$ cat src/rtl/store_dq_pkg.sv
// Shared types and constants for the store-data queue.
// Source indices, default widths and the queue entry layout.
package store_dq_pkg;

    localparam int SRC_X   = 0;
    localparam int SRC_Y   = 1;
    localparam int SRC_ACC = 2;
    localparam int SRC_PC  = 3;

    localparam int DEF_DW    = 16;
    localparam int DEF_AW    = 16;
    localparam int DEF_NSRC  = 4;
    localparam int DEF_DEPTH = 4;
    localparam int DEF_SW    = $clog2(DEF_NSRC);

    typedef struct packed {
        logic [DEF_AW-1:0] addr;
        logic [DEF_DW-1:0] data;
        logic [DEF_SW-1:0] src;
    } sdq_entry_t;

endpackage

$ cat src/rtl/sel_prio_enc.sv
// Priority encoder: lowest set bit wins.
// Also flags any-set and more-than-one-set.
module sel_prio_enc #(
    parameter int N  = 4,
    parameter int IW = (N > 1) ? $clog2(N) : 1
) (
    input  logic [N-1:0]  vec,
    output logic [IW-1:0] idx,
    output logic          any,
    output logic          multi
);

    // Scan from the top so the lowest set index is written last.
    always_comb begin
        idx   = '0;
        any   = |vec;
        multi = |(vec & (vec - N'(1)));
        for (int i = N - 1; i >= 0; i--) begin
            if (vec[i]) idx = IW'(i);
        end
    end

endmodule

$ cat src/rtl/store_data_queue.sv
// Store-data path: source select, tag and FIFO toward data memory.
// Define STORE_SEL_CHECK_EN to add the sticky multi-hot select flag sel_err.
module store_data_queue
    import store_dq_pkg::*;
#(
    parameter int DW    = DEF_DW,
    parameter int AW    = DEF_AW,
    parameter int N_SRC = DEF_NSRC,
    parameter int DEPTH = DEF_DEPTH,
    parameter int SW    = $clog2(N_SRC),
    parameter int PW    = $clog2(DEPTH),
    parameter int CW    = $clog2(DEPTH) + 1
) (
    input  logic                clk,
    input  logic                rst_n,
    input  logic [N_SRC*DW-1:0] src_data,
    input  logic [N_SRC-1:0]    src_sel,
    input  logic                store,
    input  logic [AW-1:0]       store_addr,
    output logic                store_ready,
    output logic                dm_valid,
    input  logic                dm_ready,
    output logic [AW-1:0]       dm_addr,
    output logic [DW-1:0]       dm_data,
    output logic [SW-1:0]       dm_src,
    output logic [CW-1:0]       count,
    output logic                drop_err,
    input  logic                clr_err
`ifdef STORE_SEL_CHECK_EN
    ,
    output logic                sel_err
`endif
);

    typedef struct packed {
        logic [AW-1:0] addr;
        logic [DW-1:0] data;
        logic [SW-1:0] src;
    } entry_t;

    entry_t        mem [DEPTH];
    logic [PW-1:0] wptr;
    logic [PW-1:0] rptr;
    logic [CW-1:0] cnt;
    logic [SW-1:0] sel_idx;
    logic          sel_any;
    logic [DW-1:0] sel_data;
    logic          full;
    logic          empty;
    logic          push;
    logic          pop;
    logic          drop;

`ifdef STORE_SEL_CHECK_EN
    logic          sel_multi;
`else
    logic          sel_multi_unused;
`endif

    sel_prio_enc #(
        .N  (N_SRC),
        .IW (SW)
    ) u_enc (
        .vec   (src_sel),
        .idx   (sel_idx),
        .any   (sel_any),
`ifdef STORE_SEL_CHECK_EN
        .multi (sel_multi)
`else
        .multi (sel_multi_unused)
`endif
    );

    // Pick the winning source word out of the packed bus.
    always_comb begin
        sel_data = '0;
        for (int i = 0; i < N_SRC; i++) begin
            if (sel_idx == SW'(i)) sel_data = src_data[i*DW +: DW];
        end
    end

    assign full        = (cnt == CW'(DEPTH));
    assign empty       = (cnt == '0);
    assign push        = store && sel_any && !full;
    assign pop         = !empty && dm_ready;
    assign drop        = store && sel_any && full;
    assign store_ready = !full;
    assign dm_valid    = !empty;
    assign count       = cnt;
    assign dm_addr     = mem[rptr].addr;
    assign dm_data     = mem[rptr].data;
    assign dm_src      = mem[rptr].src;

    // FIFO storage, pointers, occupancy and sticky drop flag.
    always_ff @(posedge clk or negedge rst_n) begin
        if (!rst_n) begin
            wptr     <= '0;
            rptr     <= '0;
            cnt      <= '0;
            drop_err <= 1'b0;
            for (int i = 0; i < DEPTH; i++) mem[i] <= '0;
        end else begin
            if (push) begin
                mem[wptr] <= '{addr: store_addr,
                               data: sel_data,
                               src:  sel_idx};
                wptr      <= wptr + PW'(1);
            end
            if (pop) rptr <= rptr + PW'(1);
            unique case ({push, pop})
                2'b10:   cnt <= cnt + CW'(1);
                2'b01:   cnt <= cnt - CW'(1);
                default: cnt <= cnt;
            endcase
            if (drop)         drop_err <= 1'b1;
            else if (clr_err) drop_err <= 1'b0;
        end
    end

`ifdef STORE_SEL_CHECK_EN
    // Sticky flag for stores issued with a multi-hot select.
    always_ff @(posedge clk or negedge rst_n) begin
        if (!rst_n)                  sel_err <= 1'b0;
        else if (store && sel_multi) sel_err <= 1'b1;
        else if (clr_err)            sel_err <= 1'b0;
    end
`endif

endmodule

$ cat config.mk
export PLATFORM = sky130hd
export DESIGN_NAME = store_data_queue
export DESIGN_NICKNAME = d
export VERILOG_FILES = /design/src/rtl/store_dq_pkg.sv /design/src/rtl/sel_prio_enc.sv /design/src/rtl/store_data_queue.sv
export SDC_FILE = /design/constraint.sdc
export NUM_CORES = 1
export LEC_CHECK = 0
export CORE_ASPECT_RATIO = 1.2
export CORE_MARGIN = 5
export CORE_UTILIZATION = 40
export CTS_BUF_LIST = sky130_fd_sc_hd__clkbuf_8
export CTS_CLUSTER_SIZE = 12
export DETAILED_ROUTE_END_ITERATION = 16
export GPL_TIMING_DRIVEN = 0
export PLACE_DENSITY_LB_ADDON = 0.1
export SLEW_MARGIN = 20
export SYNTH_ARGS = -nofsm -noshare
export SYNTH_HDL_FRONTEND = slang
export SYNTH_SLANG_ARGS = --single-unit
$ cat constraint.sdc
create_clock -name clk -period 5.8 [get_ports clk]
set_input_delay 0.87 -clock clk [delete_from_list [all_inputs] [get_ports clk]]
set_output_delay 0.87 -clock clk [all_outputs]
set_load 0.02 [all_outputs]
==> flow_summary.json, run 1 <==
{
  "maxCapViolations": 0,
  "hold_buffers": 0,
  "synth_nets": 783,
  "filler_cell_count": 1614,
  "hp-class": "in2async",
  "grtUsageMet3_pct": 5.839,
  "crit_path_end_kind": "output pin",
  "post_cts_buffers": 0,
  "ioPinCount": 129,
  "via_per_inst": 5.233,
  "routabilityCongestion": 0.8197,
  "wl_per_cell_microns": 18.14,
  "route.detailed.drc": 0,
  "period_share_pct": 65.58,
  "antenna_found_initial": 1,
  "ir_drop_mv": 0.2024,
  "async_flop_share_pct": 100.0,
  "drive_above_1_share_pct": 13.66,
  "path_class": "reg2out",
  "cts_sinks": 144,
  "busiest_layer": "met2",
  "grtUsageMet2_pct": 33.45,
  "grt_use_total_pct": 19.32,
  "cts_max_path_buffers": 2,
  "slew_headroom_pct": 42.09,
  "synth_cells": 688,
  "period_needed_ps": 3804,
  "dr_total_vias": 5594,
  "regArea_sq_um": 3603,
  "cts_resized": 0,
  "portBuffers": 128,
  "slew_viol_final": 0,
  "layout.nets": 931,
  "ys_ff_latch": 144,
  "skew_ps": 10.32,
  "r2r-start": "count[0]",
  "grt_max_degree": 85,
  "htreeDepth": 4,
  "yosys.cell_types.count": 38,
  "leakage_nw": 4.094,
  "crit_arrival_ps": 2930,
  "final_cell_mix": "nand2_1, dfrtp_1, clkdlybuf4s50_1",
  "cts_tree": "done",
  "run_status": "finished, final reports clean",
  "first_pass_iters": 5,
  "diodes": 0,
  "hpwlAfterDp_microns": 13890,
  "p_total_mw": 4.932,
  "crit_fanout": 10,
  "synth_edf_count": 0,
  "die-width_microns": 131.4,
  "setup_tns_ps": 0,
  "setup_viol": 0,
  "fp.dieArea_sq_um": 20450,
  "drt-total-wl_microns": 19390,
  "syn_area_sq_um": 7073,
  "power_density_nw_per_um2": 546.5,
  "fin_area_sq_um": 9025,
  "required_ps": 4930,
  "synth.avg_cell_area_sq_um": 10.28,
  "ant_nets": 0,
  "grt-ovfl-total": 0,
  "dpl_cell_area_sq_um": 8662,
  "worst_pin_slew_ps": 868.7,
  "cp-start-kind": "flop",
  "rsz0062_at_grt": "false",
  "timing_hold_violations_final": 0,
  "crit_start": "rptr[1]",
  "met1_usage_pct": 23.82,
  "multi_input_area_sq_um": 3139,
  "core-area_sq_um": 17440,
  "rows": 53,
  "clk_latency_ps": 440,
  "start_util_pct": 40.56,
  "fmax_mhz": 262.9,
  "die_h_microns": 155.7,
  "ys_warn_count": 0,
  "grt_pass1_wl_microns": 31550,
  "drt_first_iter_violations": 393,
  "mostFrequentLayoutCell": "nand2_1",
  "synth_ff_type": "dfrtp_1",
  "hold_ws_ps": 359.1,
  "path_clk_slew_ps": 80,
  "root_buffer": "clkbuf_8",
  "cts_buffers": 17,
  "ys_seq_area_share_pct": 50.95,
  "area_growth_pct": 27.60,
  "grt_pass1_vias": 6034
}
-- power breakdown --
group	total, mW	leakage (nW)	switching (mW)	internal [mW]
combinational	2.47	2.14	1.24	1.23
sequential	1.73	1.75	0.245	1.48
clock	0.736	0.211	0.363	0.373
total	4.93	4.09	1.85	3.09
-- critical path: stages, from the launching register on --
cell and delay, ps:
dfrtp_1 330, clkbuf_1 440, clkbuf_1 720, mux4_2 430, clkdlybuf4s50_1 570
-- final timing paths --
path,endpoint,depth (start not counted),slack (ps)
min in group clk,mem[0],2,470
max in group asynchronous,mem[14],2,4680
hold reg to reg,mem[0],2,470
hold / removal,mem[117],1,360
setup / recovery,dm_data[15],4,2000
setup reg to reg,count[2],10,3340
-- state kept, by name, summed over array words and instances (netlist names) --
signal / count
count: 3
wptr: 2
drop_err: 1
rptr: 2
mem: 136
-- cells by family (layout without fill, tap and decap cells) --
logic type	count (synthesis)	in the layout	synth area share, %
and+or+nand+nor	325	325	18.80
DFF	144	144	50.95
AOI/OAI and AO/OA	100	100	9.623
buffers and inverters	56	217	4.670
muxes	51	51	14.05
adders and majority gates	6	6	1.168
xor gates and xnor gates	6	6	0.7431
-- metrics by stage --
step | cells | util, % | setup slack [ps]
after floorplan | 688 | - | 3112
after CTS | 1069 | 51.75 | 1958
final | 1069 | 51.75 | 1996
after detailed placement | 1037 | 49.67 | 2377
after global placement | 1036 | 49.48 | -1664
after global routing | 1069 | 51.75 | 1917
-- metal layers --
layer  wire length, microns  part of all wire [%]
met5                     13                 0.067
met4                    147                  0.76
met3                   1185                   6.1
met2                   9934                    51
met1                   8106                    42
-- final cells by class --
type | count | area share, %
buffer | 47 | 3.286
sequential | 144 | 39.93
multi-input combinational | 488 | 34.78
inverter | 9 | 0.3743
timing repair buffer | 129 | 14.56
tap | 220 | 3.050
clock inverter | 11 | 0.8180
clock buffer | 21 | 3.203
-- cells in the mapped netlist, drive strengths merged (4+ instances only) --
master,instances,area [sq um]
o21ai,5,25.02
nor2b,5,31.28
nand2b,14,87.58
buf,37,259.0
a31oi,36,225.2
ha,5,62.56
and3,4,45.04
mux2,16,217.7
nand2,244,915.9
a22o,9,78.83
o31ai,12,90.09
mux4,34,765.7
dfrtp,144,3603
o22ai,10,62.56
a311o,4,40.04
nor2,46,172.7
clkbuf,10,37.54
nand3,4,20.02
a21oi,14,70.07
inv,9,33.78
(Power assumes the default switching activity.)
==> inputs of run 2 (changes only) <==
==> constraint.sdc (replaced) <==
create_clock -name clk -period 3.7 [get_ports clk]
set_input_delay 0.555 -clock clk [delete_from_list [all_inputs] [get_ports clk]]
set_output_delay 0.555 -clock clk [all_outputs]
set_load 0.02 [all_outputs]
==> results of run 2 <==
Same layout as run 1 (identical final DEF). Status: finished, final reports clean.
Among the figures that moved: setup slack after placement 2377 ps -> 592.1 ps; setup slack after layout 1996 ps -> 211.5 ps; hold slack 359.1 ps -> 44.14 ps; register-to-register setup slack 3340 ps -> 1240 ps; total power 4.932 mW -> 7.731 mW; worst IR drop on VDD 0.2024 mV -> 0.3173 mV
==> inputs of run 3 (changes only) <==
--- a/config.mk
+++ b/config.mk
@@ -13,7 +13,6 @@
 export DETAILED_ROUTE_END_ITERATION = 16
 export GPL_TIMING_DRIVEN = 0
 export PLACE_DENSITY_LB_ADDON = 0.1
-export SLEW_MARGIN = 20
 export SYNTH_ARGS = -nofsm -noshare
 export SYNTH_HDL_FRONTEND = slang
 export SYNTH_SLANG_ARGS = --single-unit
==> constraint.sdc (replaced) <==
create_clock -name clk -period 3.7 [get_ports clk]
set_input_delay 0.555 -clock clk [delete_from_list [all_inputs] [get_ports clk]]
set_output_delay 0.555 -clock clk [all_outputs]
set_load 0.05 [all_outputs]
==> run 3 against run 2 <==
Net effect: count of clock-buffer cells in the layout grew 1; sequential share of layout area is essentially flat; cell count is essentially flat; register-to-register slack is essentially flat.
==> flow_summary.json, run 3 (synthesized netlist as in run 1, its figures left out) <==
{
  "grt_pass1_wl_microns": 31620,
  "htreeDepth": 4,
  "worst_pin_slew_ps": 683.2,
  "route.detailed.drc": 0,
  "r2r-end": "count[2]",
  "clk_latency_ps": 440,
  "cp_slowest_cell": "clkdlybuf4s50_1",
  "fp.dieArea_sq_um": 20450,
  "clockPowerShare_pct": 13.6,
  "crit_arrival_ps": 2930,
  "setup_tns_ps": 0,
  "grt_use_total_pct": 19.35,
  "setup_viol": 0,
  "p_seq_share_pct": 31.4,
  "ant_nets": 0,
  "crit_chain": "clkbuf_1 > clkbuf_1 > mux4_2 > clkdlybuf4s50_1",
  "grt-ovfl-total": 0,
  "antenna_found_initial": 1,
  "die-width_microns": 131.4,
  "ioPinCount": 129,
  "grt_pass1_vias": 5967,
  "top_register": "mem",
  "root_buffer": "clkbuf_8",
  "critPathMostFrequentCell": "clkbuf_1",
  "path_clk_slew_ps": 70,
  "layout.nets": 931,
  "p_total_mw": 8.610,
  "power_density_nw_per_um2": 953.5,
  "hp-class": "in2async",
  "via_per_inst": 5.248,
  "required_ps": 3140,
  "skew_ps": 7.009,
  "crit_path_max_incr_delay_ps": 800,
  "leakage_nw": 4.096,
  "drive_above_1_share_pct": 14.03,
  "cts_max_path_buffers": 2,
  "timing_hold_violations_final": 0,
  "drt_first_iter_violations": 374,
  "slew_viol_final": 0,
  "ir_drop_mv": 0.3186,
  "rows": 53,
  "slew_headroom_pct": 54.45,
  "cp-start-kind": "flop",
  "wl_per_cell_microns": 18.20,
  "hold_buffers": 0,
  "largest_reg_flops": 136,
  "rsz0062_at_grt": "false",
  "first_pass_iters": 5,
  "crit_path_end_kind": "output pin",
  "die_h_microns": 155.7,
  "hpwlAfterDp_microns": 13880,
  "run_status": "finished, final reports clean",
  "p_sw_mw": 3.761,
  "r2r-start": "count[0]",
  "diodes": 0,
  "routabilityCongestion": 0.8197,
  "switching_share_pct": 43.69,
  "mostFrequentLayoutCell": "nand2_1",
  "r2r_slack_ps": 1250,
  "period_needed_ps": 3485,
  "p_int_mw": 4.849,
  "maxCapViolations": 0,
  "grt_max_degree": 85,
  "crit_fanout": 10,
  "period_share_pct": 94.19,
  "fmax_mhz": 286.9,
  "core-area_sq_um": 17440,
  "dr_total_vias": 5605,
  "drt-total-wl_microns": 19440,
  "start_util_pct": 40.56,
  "filler_cell_count": 1614,
  "path_class": "reg2out",
  "area_growth_pct": 27.67,
  "r2r_cells": 10,
  "final_cell_mix": "nand2_1, dfrtp_1, clkdlybuf4s50_1",
  "cts_tree": "done",
  "cts_sinks": 144,
  "cts_buffers": 17,
  "portBuffers": 128,
  "combPwrFrac_pct": 55.0
}
## run 3: cell count changes in the layout (fill, tap and decap cells not counted)
cell      change
buf_6         +1
buf_8         -1
clkbuf_1      -2
clkbuf_2      +2
clkbuf_8      +1
inv_1         -2
## run 3: worst max-delay path, delay by kind of cell, from the launching register on
kind / cells / cell delay, ps
buf+inv: 3 / 1820
flops: 1 / 320
mux: 1 / 350
## run 3: how the worst max path moves through the flow
stage | start | endpoint | slack (ps) | cells past startpoint
3_3_place_gp | rst_n | drop_err | -3450 | 1
2_1_floorplan | count[2] | count[2] | 1090 | 10
4_1_cts | rptr[1] | dm_data[15] | 1 | 4
3_5_place_dp | rptr[1] | dm_data[15] | 490 | 4
5_1_grt | rptr[1] | dm_addr[7] | 90 | 4
6_report | rptr[1] | dm_addr[11] | 210 | 4
## run 3: repair_timing
| item | in CTS | in global routing |
|---|---|---|
| endpoints found under the setup margin | 0 | 9 |
| buffers inserted | 0 | 0 |
| hold endpoints to repair | 0 | 0 |
| resized for setup | 0 | 4 |
## run 3: stage by stage
stage / utilization, % / hold WS (ps) / setup slack, ps / std cells / instance area [sq um]
6_report: 51.78 / 104.7 / 215.0 / 1068 / 9030
5_1_grt: 51.78 / 125.6 / 94.86 / 1068 / 9030
4_1_cts: 51.76 / 96.35 / 1.018 / 1068 / 9027
3_5_place_dp: 49.64 / 458.6 / 489.4 / 1037 / 8658
3_3_place_gp: 49.48 / 452.7 / -3449 / 1036 / 8630
2_1_floorplan: - / 259.4 / 1090 / 688 / 7073
## run 3: power by group through the flow
stage / Sequential, mW / Clock, mW / Combinational [mW]
2_1_floorplan: 2.68 / 0 / 3.33
3_3_place_gp: 2.68 / 0 / 4.72
3_5_place_dp: 2.73 / 0 / 4.79
4_1_cts: 2.71 / 1.19 / 4.80
5_1_grt: 2.78 / 1.27 / 5.06
6_report: 2.71 / 1.17 / 4.73
## run 3: area by class of cell
cell class,count,area [sq um],area share [%]
inverter,9,33.78,0.3741
buffer,47,299.0,3.312
timing repair buffer,129,1310,14.51
clock inverter,9,66.31,0.7344
clock buffer,22,302.8,3.353
tap,220,275.3,3.048
sequential,144,3603,39.91
multi-input combinational,488,3139,34.77
## run 3: routing by layer
layer | share of wire, % | vias to the layer above | GRT usage [%]
met3 | 6.5 | 16 | 5.484
met5 | 0.10 | - | 0
met4 | 0.94 | 2 | 4.557
li1 | - | 2647 | -
met2 | 51 | 181 | 33.47
met1 | 42 | 2759 | 24.23
